## src/rtl/cnn_pkg.sv

```systemverilog
// Shared types and helpers for the CNN feature-map streaming blocks.
package cnn_pkg;

  localparam int DATA_W_DEF = 32;

  typedef logic [DATA_W_DEF-1:0] data_t;

  typedef enum logic [1:0] {
    IDLE  = 2'd0,
    RUN   = 2'd1,
    DRAIN = 2'd2,
    DONE  = 2'd3
  } pad_state_e;

  // Side length of a map after adding a border of 'pad' on every side.
  function automatic int out_dim(input int size, input int pad);
    return size + 2 * pad;
  endfunction

endpackage

```

## src/rtl/pad_skid_buf.sv

```systemverilog
// Two-entry fall-through buffer for {data, row_last, last} elements.
// When empty, a pushed element is visible on the output in the same cycle;
// if it is not popped it is stored, so the output stays stable while stalled.
module pad_skid_buf #(
  parameter int W = 34
) (
  input  logic         clk,
  input  logic         reset,
  input  logic         i_push,
  input  logic [W-1:0] i_data,
  input  logic         i_pop,
  output logic         o_valid,
  output logic [W-1:0] o_data,
  output logic [1:0]   o_count
);

  logic [W-1:0] r_mem [2];
  logic         r_rd_ptr;
  logic         r_wr_ptr;
  logic [1:0]   r_count;

  logic w_empty;
  logic w_wr;
  logic w_rd;

  assign w_empty = (r_count == 2'd0);
  // An element pushed into an empty buffer and popped in the same cycle bypasses storage.
  assign w_wr    = i_push && !(w_empty && i_pop);
  assign w_rd    = i_pop && !w_empty;
  assign o_valid = !w_empty || i_push;
  assign o_data  = w_empty ? i_data : r_mem[r_rd_ptr];
  assign o_count = r_count;

  // Pointer and occupancy bookkeeping.
  always_ff @(posedge clk) begin
    if (reset) begin
      r_rd_ptr <= 1'b0;
      r_wr_ptr <= 1'b0;
      r_count  <= 2'd0;
    end else begin
      if (w_wr) r_wr_ptr <= ~r_wr_ptr;
      if (w_rd) r_rd_ptr <= ~r_rd_ptr;
      r_count <= r_count + 2'(w_wr) - 2'(w_rd);
    end
  end

  // Storage array; contents are meaningless while the count says empty.
  always_ff @(posedge clk) begin
    if (w_wr) r_mem[r_wr_ptr] <= i_data;
  end

endmodule

```

## src/rtl/pad_stream_ctrl.sv

```systemverilog
// Streams a SIZE x SIZE map from a 1-cycle read memory as a zero-padded
// (SIZE+2*PAD)^2 raster stream. Border zeros travel through the same issue
// stage as reads so order is preserved.
//
// Handshake: an output element transfers on a rising edge where
// out_valid && out_ready; while out_valid=1 and out_ready=0 the payload
// (out_data, out_row_last, out_last) is held unchanged.
module pad_stream_ctrl
  import cnn_pkg::*;
#(
  parameter int DATA_W = 32,
  parameter int SIZE   = 5,
  parameter int PAD    = 1,
  parameter int ADDR_W = 16
) (
  input  logic              clk,
  input  logic              reset,
  input  logic              start,
  input  logic [ADDR_W-1:0] base_addr,
  output logic              busy,
  output logic              done,
  output logic              rd_en,
  output logic [ADDR_W-1:0] rd_addr,
  input  logic [DATA_W-1:0] rd_data,
  output logic              out_valid,
  input  logic              out_ready,
  output logic [DATA_W-1:0] out_data,
  output logic              out_row_last,
  output logic              out_last,
  output logic [1:0]        dbg_state
);

  localparam int OUT   = out_dim(SIZE, PAD);
  localparam int CNT_W = $clog2(OUT + 1);
  localparam int EW    = DATA_W + 2;
  localparam logic [CNT_W-1:0] PAD_C  = CNT_W'(PAD);
  localparam logic [CNT_W-1:0] SIZE_C = CNT_W'(SIZE);
  localparam logic [CNT_W-1:0] LAST_C = CNT_W'(OUT - 1);

  pad_state_e        r_state, w_next_state;
  logic [CNT_W-1:0]  r_row, r_col;
  logic [ADDR_W-1:0] r_base;
  logic              r_fl_valid, r_fl_int, r_fl_row_last, r_fl_last;

  logic [CNT_W-1:0]  w_row_off, w_col_off;
  logic [ADDR_W-1:0] w_offs;
  logic              w_interior, w_row_last_el, w_last_el;
  logic              w_issue, w_credit, w_pop;
  logic              w_buf_valid;
  logic [EW-1:0]     w_buf_data;
  logic [1:0]        w_buf_count;
  logic [DATA_W-1:0] w_fl_data;

  // Offsets into the interior; rows/cols above the border wrap to large
  // unsigned values, so a single "< SIZE" test covers both edges.
  assign w_row_off     = r_row - PAD_C;
  assign w_col_off     = r_col - PAD_C;
  assign w_interior    = (w_row_off < SIZE_C) && (w_col_off < SIZE_C);
  assign w_offs        = ADDR_W'(w_row_off) * ADDR_W'(SIZE) + ADDR_W'(w_col_off);
  assign w_row_last_el = (r_col == LAST_C);
  assign w_last_el     = w_row_last_el && (r_row == LAST_C);

  // Issue only if the buffer plus the in-flight slot still has room after this cycle's pop.
  assign w_pop    = w_buf_valid && out_ready;
  assign w_credit = ({1'b0, w_buf_count} + {2'b00, r_fl_valid}) < (3'd2 + {2'b00, w_pop});
  assign w_issue  = (r_state == RUN) && w_credit;

  assign rd_en   = w_issue && w_interior;
  assign rd_addr = rd_en ? (r_base + w_offs) : '0;

  assign w_fl_data = r_fl_int ? rd_data : '0;

  pad_skid_buf #(.W(EW)) u_buf (
    .clk     (clk),
    .reset   (reset),
    .i_push  (r_fl_valid),
    .i_data  ({w_fl_data, r_fl_row_last, r_fl_last}),
    .i_pop   (w_pop),
    .o_valid (w_buf_valid),
    .o_data  (w_buf_data),
    .o_count (w_buf_count)
  );

  assign out_valid = w_buf_valid;
  assign {out_data, out_row_last, out_last} = w_buf_valid ? w_buf_data : '0;
  assign busy      = (r_state == RUN) || (r_state == DRAIN);
  assign done      = (r_state == DONE);
  assign dbg_state = r_state;

  // State register.
  always_ff @(posedge clk) begin
    if (reset) r_state <= IDLE;
    else       r_state <= w_next_state;
  end

  // Next-state logic.
  always_comb begin
    w_next_state = r_state;
    case (r_state)
      IDLE:    if (start) w_next_state = RUN;
      RUN:     if (w_issue && w_last_el) w_next_state = DRAIN;
      DRAIN:   if (w_pop && w_buf_data[0]) w_next_state = DONE;
      DONE:    w_next_state = IDLE;
      default: w_next_state = IDLE;
    endcase
  end

  // Base capture and raster row/column counters.
  always_ff @(posedge clk) begin
    if (reset) begin
      r_base <= '0;
      r_row  <= '0;
      r_col  <= '0;
    end else if (r_state == IDLE && start) begin
      r_base <= base_addr;
      r_row  <= '0;
      r_col  <= '0;
    end else if (w_issue) begin
      if (w_row_last_el) begin
        r_col <= '0;
        r_row <= r_row + CNT_W'(1);
      end else begin
        r_col <= r_col + CNT_W'(1);
      end
    end
  end

  // In-flight slot: tags the element whose read data (or zero) arrives next cycle.
  always_ff @(posedge clk) begin
    if (reset) begin
      r_fl_valid    <= 1'b0;
      r_fl_int      <= 1'b0;
      r_fl_row_last <= 1'b0;
      r_fl_last     <= 1'b0;
    end else begin
      r_fl_valid    <= w_issue;
      r_fl_int      <= rd_en;
      r_fl_row_last <= w_issue && w_row_last_el;
      r_fl_last     <= w_issue && w_last_el;
    end
  end

endmodule

```

## config.mk

```make
export PLATFORM = sky130hd
export DESIGN_NAME = pad_stream_ctrl
export DESIGN_NICKNAME = d
export VERILOG_FILES = /design/src/rtl/cnn_pkg.sv /design/src/rtl/pad_skid_buf.sv /design/src/rtl/pad_stream_ctrl.sv
export SDC_FILE = /design/constraint.sdc
export NUM_CORES = 1
export LEC_CHECK = 0
export ABC_AREA = 1
export BUFFER_PORTS_ARGS = -buffer_cell sky130_fd_sc_hd__buf_2
export CAP_MARGIN = 20
export CORE_MARGIN = 2
export CORE_UTILIZATION = 60
export DETAILED_ROUTE_END_ITERATION = 10
export PLACE_DENSITY = 0.95
export SETUP_SLACK_MARGIN = 0.15
export SLEW_MARGIN = 10
export SYNTH_ARGS = -nofsm -noshare
export SYNTH_HDL_FRONTEND = slang
export SYNTH_SLANG_ARGS = --single-unit
```

## constraint.sdc

```tcl
create_clock -name clk -period 9.6 [get_ports clk]
set_input_delay 0.48 -clock clk [delete_from_list [all_inputs] [get_ports clk]]
set_output_delay 0.48 -clock clk [all_outputs]
set_load 0.02 [all_outputs]
```

[After elaboration in Yosys (flattened, before gate mapping)]
Memory sizes are Yosys's and may differ from the RTL's. A register that Yosys moved wholly into a read port is not among the register bits.
Index checks and enable logic that the tools add are counted.
Word-level totals
  memories kept: 1
  memory bits (writable): 68
  bits of input ports: 52
  logic and storage cells: 70
  output and inout bits: 56
  bits in registers: 32
Memories
  u_buf.r_mem: depth 2, width 34, read ports 1, clocked after memory_dff 1, write ports 1, line pad_skid_buf.sv:17  | logic [W-1:0] r_mem [2];
Cells by class
  bitwise gates (word level): 2
  multiplexer cells: 13
  equality and inequality tests: 8
  order comparisons: 3
  $add $sub $neg: 10
  reduce and logical (&&, ||, !) cells: 21
  multipliers: 1
Operator list (number)
  two-way mux 34 bit: 2
  two-way mux 32 bit: 1
  adder 16 x 7 -> 16 bit: 1
  two-way mux 16 bit: 1
  logical AND 1 bit: 12
  one-hot mux 2 bit (4 select lines): 1
  adder 6 x 3 -> 7 bit: 1
  adder 3 x 1 -> 3 bit (second input constant): 2
  == test 3 bit (second input constant): 2
  less-than comparator 3 bit (second input constant): 2
  multiplier 3 x 3 -> 6 bit (second input constant): 1
  two-way mux 2 bit: 3
  subtractor 3 x 1 -> 3 bit (second input constant): 2
  == test 2 bit (second input constant): 2
  logical NOT 2 bit: 2
  two-way mux 1 bit: 4
  != test 2 x 1 -> 1 bit (second input constant): 2
  adder 2 x 1 -> 3 bit: 1
  adder 2 x 1 -> 3 bit (first input constant): 1
  less-than comparator 3 bit: 1
  two-way mux 3 bit: 1
  AND reduction 3 bit: 1
  adder 2 x 1 -> 2 bit: 1
  == test 2 x 1 -> 1 bit (second input constant): 1
  other kinds (7): 10

[Logic depth before layout (Yosys ltp)]
  word-level depth: 10
  gate-level depth with buffers: 16
  depth with buffers taken out: 16

[Hierarchy]
Synthesis repeated with hierarchy kept, for this count alone.
Unflattened totals
  cells, all modules: 728
  area, all modules: 5730.5 sq um
By module, submodules not included
  pad_skid_buf: area each 3110.5 sq um, times used 1, seq. area each 2142.1 sq um, cells each 290
  pad_stream_ctrl: area each 2620.0 sq um, times used 1, seq. area each 560.5 sq um, cells each 438

[Worst setup path before layout]
OpenSTA, ideal clock, no wires.
  path type: reg2out
  from: register r_row[0]
  to: output rd_addr[13]
  required time: 9120 ps
  slack: 5988 ps
  cell stages (with the launch flop): 16
  data arrival time: 3132 ps
  buffers on the path: 0
  cell sequence: dfxtp_1 > inv_1 > ha_1 > xor2_1 > ha_1 > ha_1 > inv_1 > fa_1 > inv_1 > fa_1 > inv_1 > or2_1 > a21oi_4 > nand3_1 > nand2_1 > nor2_1
On the way
  word-level cells in the longest chain between the ends: 5
  elaborated cells on any way between the ends: 8
  those cells by class: add/sub (3); mul (1); order compare (1); mux (1); reduce/logical (2)
RTL lines
  start: declaration: line pad_stream_ctrl.sv:41  | logic [CNT_W-1:0] r_row, r_col;
  start signal: assignment: line pad_stream_ctrl.sv:121  | r_row <= r_row + CNT_W'(1);
  subtractor 3 x 1 -> 3 bit (*): line pad_stream_ctrl.sv:56  | assign w_row_off = r_row - PAD_C;
  net w_row_off[0]: line pad_stream_ctrl.sv:45  | logic [CNT_W-1:0] w_row_off, w_col_off;
  multiplier 3 x 3 -> 6 bit or less-than comparator 3 bit (tied branches): line pad_stream_ctrl.sv:59, pad_stream_ctrl.sv:58
  adder 6 x 3 -> 7 bit or logical AND 1 bit (tied branches): line pad_stream_ctrl.sv:59, pad_stream_ctrl.sv:58
  adder 16 x 7 -> 16 bit or logical AND 1 bit (tied branches): line pad_stream_ctrl.sv:69, pad_stream_ctrl.sv:68
  two-way mux 16 bit (*): line pad_stream_ctrl.sv:69  | assign rd_addr = rd_en ? (r_base + w_offs) : '0;
  end: declaration: line pad_stream_ctrl.sv:23  | output logic [ADDR_W-1:0] rd_addr,
Mark *: on every way through the listed nets, which the timed path passes. The rest lies on a longest branch.

[Worst setup path after layout]
Same ends and word-level chain as after synthesis.

==> reports/qor.yml <==
clocking:
  cts_resized: 0
  post_cts.repair.setup_buffers: 0
  clk_path_buf_depth: 2
  cts.sinks: 101
  postCtsHoldBufs: 0
  htree_levels: 3
  clock_latency_ns: 0.37
  cts_tree: "built"
  clk_pin_slew_ns: 0.10
  root_buffer: "clkbuf_8"
  cts_buffers: 9
floorplanning:
  die_y_um: 98.65
  rows: 34
  io_pins: 108
  die_x_um: 98.65
  start_util: 0.6164
  die_area_sq_um: 9732
  core_sq_um: 8721
route:
  wire_per_inst_um: 15.11
  dr.pass1.iters: 5
  vias: 4616
  drt_iter0_markers: 234
  antenna_left: 0
  drt_wl_total_mm: 12.42
  vias_per_cell: 5.616
  drc_errors: 0
power:
  powerDensity_nw_per_um2: 275.4
  p_leak_uw: 0.002855
  power.total_uw: 1704
  irDropWorstVdd_v: 0.0001611
sta:
  hold_violations: 0
  fmax_mhz: 236.2
  tightestPinTransition_ns: 0.9938
  final_max_slew_viol_count: 0
  fin_skew_ns: 0.01450
  setup_tns_ns: 0
  min_period_over_period: 0.4409
  rsz0062_at_grt: "no"
  fin_crit_ns: 4.233
  finalSetupViolCount: 0
  max_slew_margin: 0.3359
worst_setup_path:
  arrival_ns: 3.75
  worstPathCellList: "inv_1, ha_1, xor2_1, ha_1, ha_1, inv_1, fa_1, inv_1, fa_1, inv_1, or2_1, a21oi_4, nand3_1, nand2_1, nor2_1, buf_2"
  path_common_cell: "inv_1"
  slowest_stage: "fa_1"
  crit_buf_inv: 5
  start_kind: "register"
  critical_path_required_ns: 9.12
  crit_path_max_fanout: 7
  cpPeakStageDelay_ns: 0.50
  path_class: "reg -> out"
  critPathTopFamily: "adder cells"
  rrSetupSlack_ns: 6.92
  endpoint_kind: "output port"
finish:
  diodes: 0
  syn2layout_area_growth_pct: 15.13
  drive_gt1_frac: 0.2157
  finish.net_count: 796
global_route:
  grt_pass1_vias: 4436
  grt_usage: 0.2586
  grt_pass1_wl_mm: 20.29
  grt-ovfl-total: 0
  antenna_found_initial: 0
  grt_max_degree: 68
synthesis:
  syn_avg_cell_area_sq_um: 8.769
  synth_cells: 613
  yosys_warnings: 0
  ys_types: 36
  ys_seq_area_frac: 0.5028
  netlist_area_sq_um: 5375
  synth_seq_cells: 101
  synth_nets: 700
flow_run:
  maxCapViolations: 0
placed_design:
  io_buffers: 107
  place_congestion: 0.9192
  post-dp-hpwl_mm: 8.551
outcome:
  status: "completed"
hold_path:
  hp-class: "in -> reg"
-- worst paths after layout --
check / depth (start not counted) / from / end
worst min register to register: 1 / u_buf.r_rd_ptr$_SDFFE_PP0P_ / u_buf.r_rd_ptr$_SDFFE_PP0P_
worst min-delay path: 3 / base_addr[5] / r_base[5]$_SDFFE_PP0P_
worst max register to register: 5 / r_fl_valid$_SDFF_PP0_ / u_buf.r_mem[1][7]$_DFFE_PP_
worst max-delay path: 16 / r_row[0]$_SDFFE_PP0P_ / rd_addr[13]
-- cells in the mapped netlist, drive strengths merged --
cell type	count	area, sq um
edfxtp	68	2042
nand3b	1	20.02
fa	3	60.06
dfxtp	33	660.6
xnor2	1	8.760
buf	9	50.04
nor2	66	267.8
ha	32	400.4
o21ai	31	170.2
nand4	3	18.77
or2	1	6.260
o211ai	3	22.52
a31oi	30	187.7
o32ai	2	17.52
clkbuf	17	63.81
nand2	142	555.5
and3	1	6.260
nor3	3	15.01
nand3	17	102.6
a21oi	57	319.1
xor2	4	35.03
a21o	2	15.01
o21a	1	7.510
inv	86	322.8
-- layer usage --
layer | GRT usage | vias to the layer above | part of all wire
met5 | 0 | - | 0
met4 | 0.08008 | 0 | 0.022
met3 | 0.05532 | 31 | 0.078
met2 | 0.4642 | 230 | 0.51
met1 | 0.3121 | 2133 | 0.39
li1 | - | 2222 | -
-- tightest hold or removal path, cell delays in order --
cell	delay (ns)
buf_2	0.07
o21ai_0	0.07
nor2_1	0.08
-- cells in the final DEF, fill, tap and decap left out, drive strengths merged --
cell type / n
xnor2: 1
clkinvlp: 1
clkbuf: 10
xor2: 4
a21oi: 57
or2: 1
o21ai: 31
nor2: 66
clkinv: 2
a31oi: 30
and3: 1
edfxtp: 68
buf: 111
fa: 3
o21a: 1
nand3b: 1
a21o: 2
nand4: 3
nor3: 3
nand3: 17
inv: 89
dfxtp: 33
nand2: 142
o211ai: 3
ha: 32
o32ai: 2
-- cell type report --
class / count / area, sq um
multi-input combinational: 400 / 2253
fill: 640 / 2532
sequential: 101 / 2703
inverter: 86 / 322.8
clock buffer: 10 / 127.6
tap: 108 / 135.1
timing repair buffer: 111 / 593.1
clock inverter: 6 / 53.80
-- state kept, by name (all words and copies together), names as in the netlist, named ones only --
name,flops
r_base,16
r_col,3
u_buf.r_rd_ptr,1
r_fl_row_last,1
r_fl_int,1
r_fl_valid,1
u_buf.o_count,2
r_row,3
u_buf.r_mem,68
u_buf.r_wr_ptr,1
dbg_state,2
r_fl_last,1
-- report_power, final --
group / total (uW) / internal [uW] / switching [uW] / leakage, uW
combinational: 888 / 289 / 599 / 0.00193
sequential: 561 / 517 / 43.9 / 0.000837
clock: 254 / 99.2 / 155 / 0.0000894
-- cell families (layout without fill, tap and decap cells) --
kind of cell | Yosys count | after routing | share of synthesized area
AO/OA/AOI/OAI | 126 | 126 | 0.1376
XOR/XNOR | 5 | 5 | 0.008147
adder cells (fa/ha/maj) | 35 | 35 | 0.08566
buffers and inverters | 112 | 213 | 0.08124
flip-flops | 101 | 101 | 0.5028
AND/OR/NAND/NOR | 234 | 234 | 0.1846
-- metrics by stage --
| step | instances | setup slack [ns] | hold WS [ns] | util | area (sq um) |
|---|---|---|---|---|---|
| 2_1_floorplan | 613 | 5.988 | 0.4255 | - | 5375 |
| 5_1_grt | 822 | 5.118 | 0.3937 | 0.7096 | 6188 |
| 6_report | 822 | 5.367 | 0.3675 | 0.7096 | 6188 |
| 3_5_place_dp | 803 | 5.779 | 0.4563 | 0.6831 | 5957 |
| 4_1_cts | 819 | 5.373 | 0.3657 | 0.7039 | 6138 |
| 3_3_place_gp | 803 | 5.918 | 0.4328 | 0.6831 | 5957 |
Note: power is estimated with default switching activity, not from simulation.
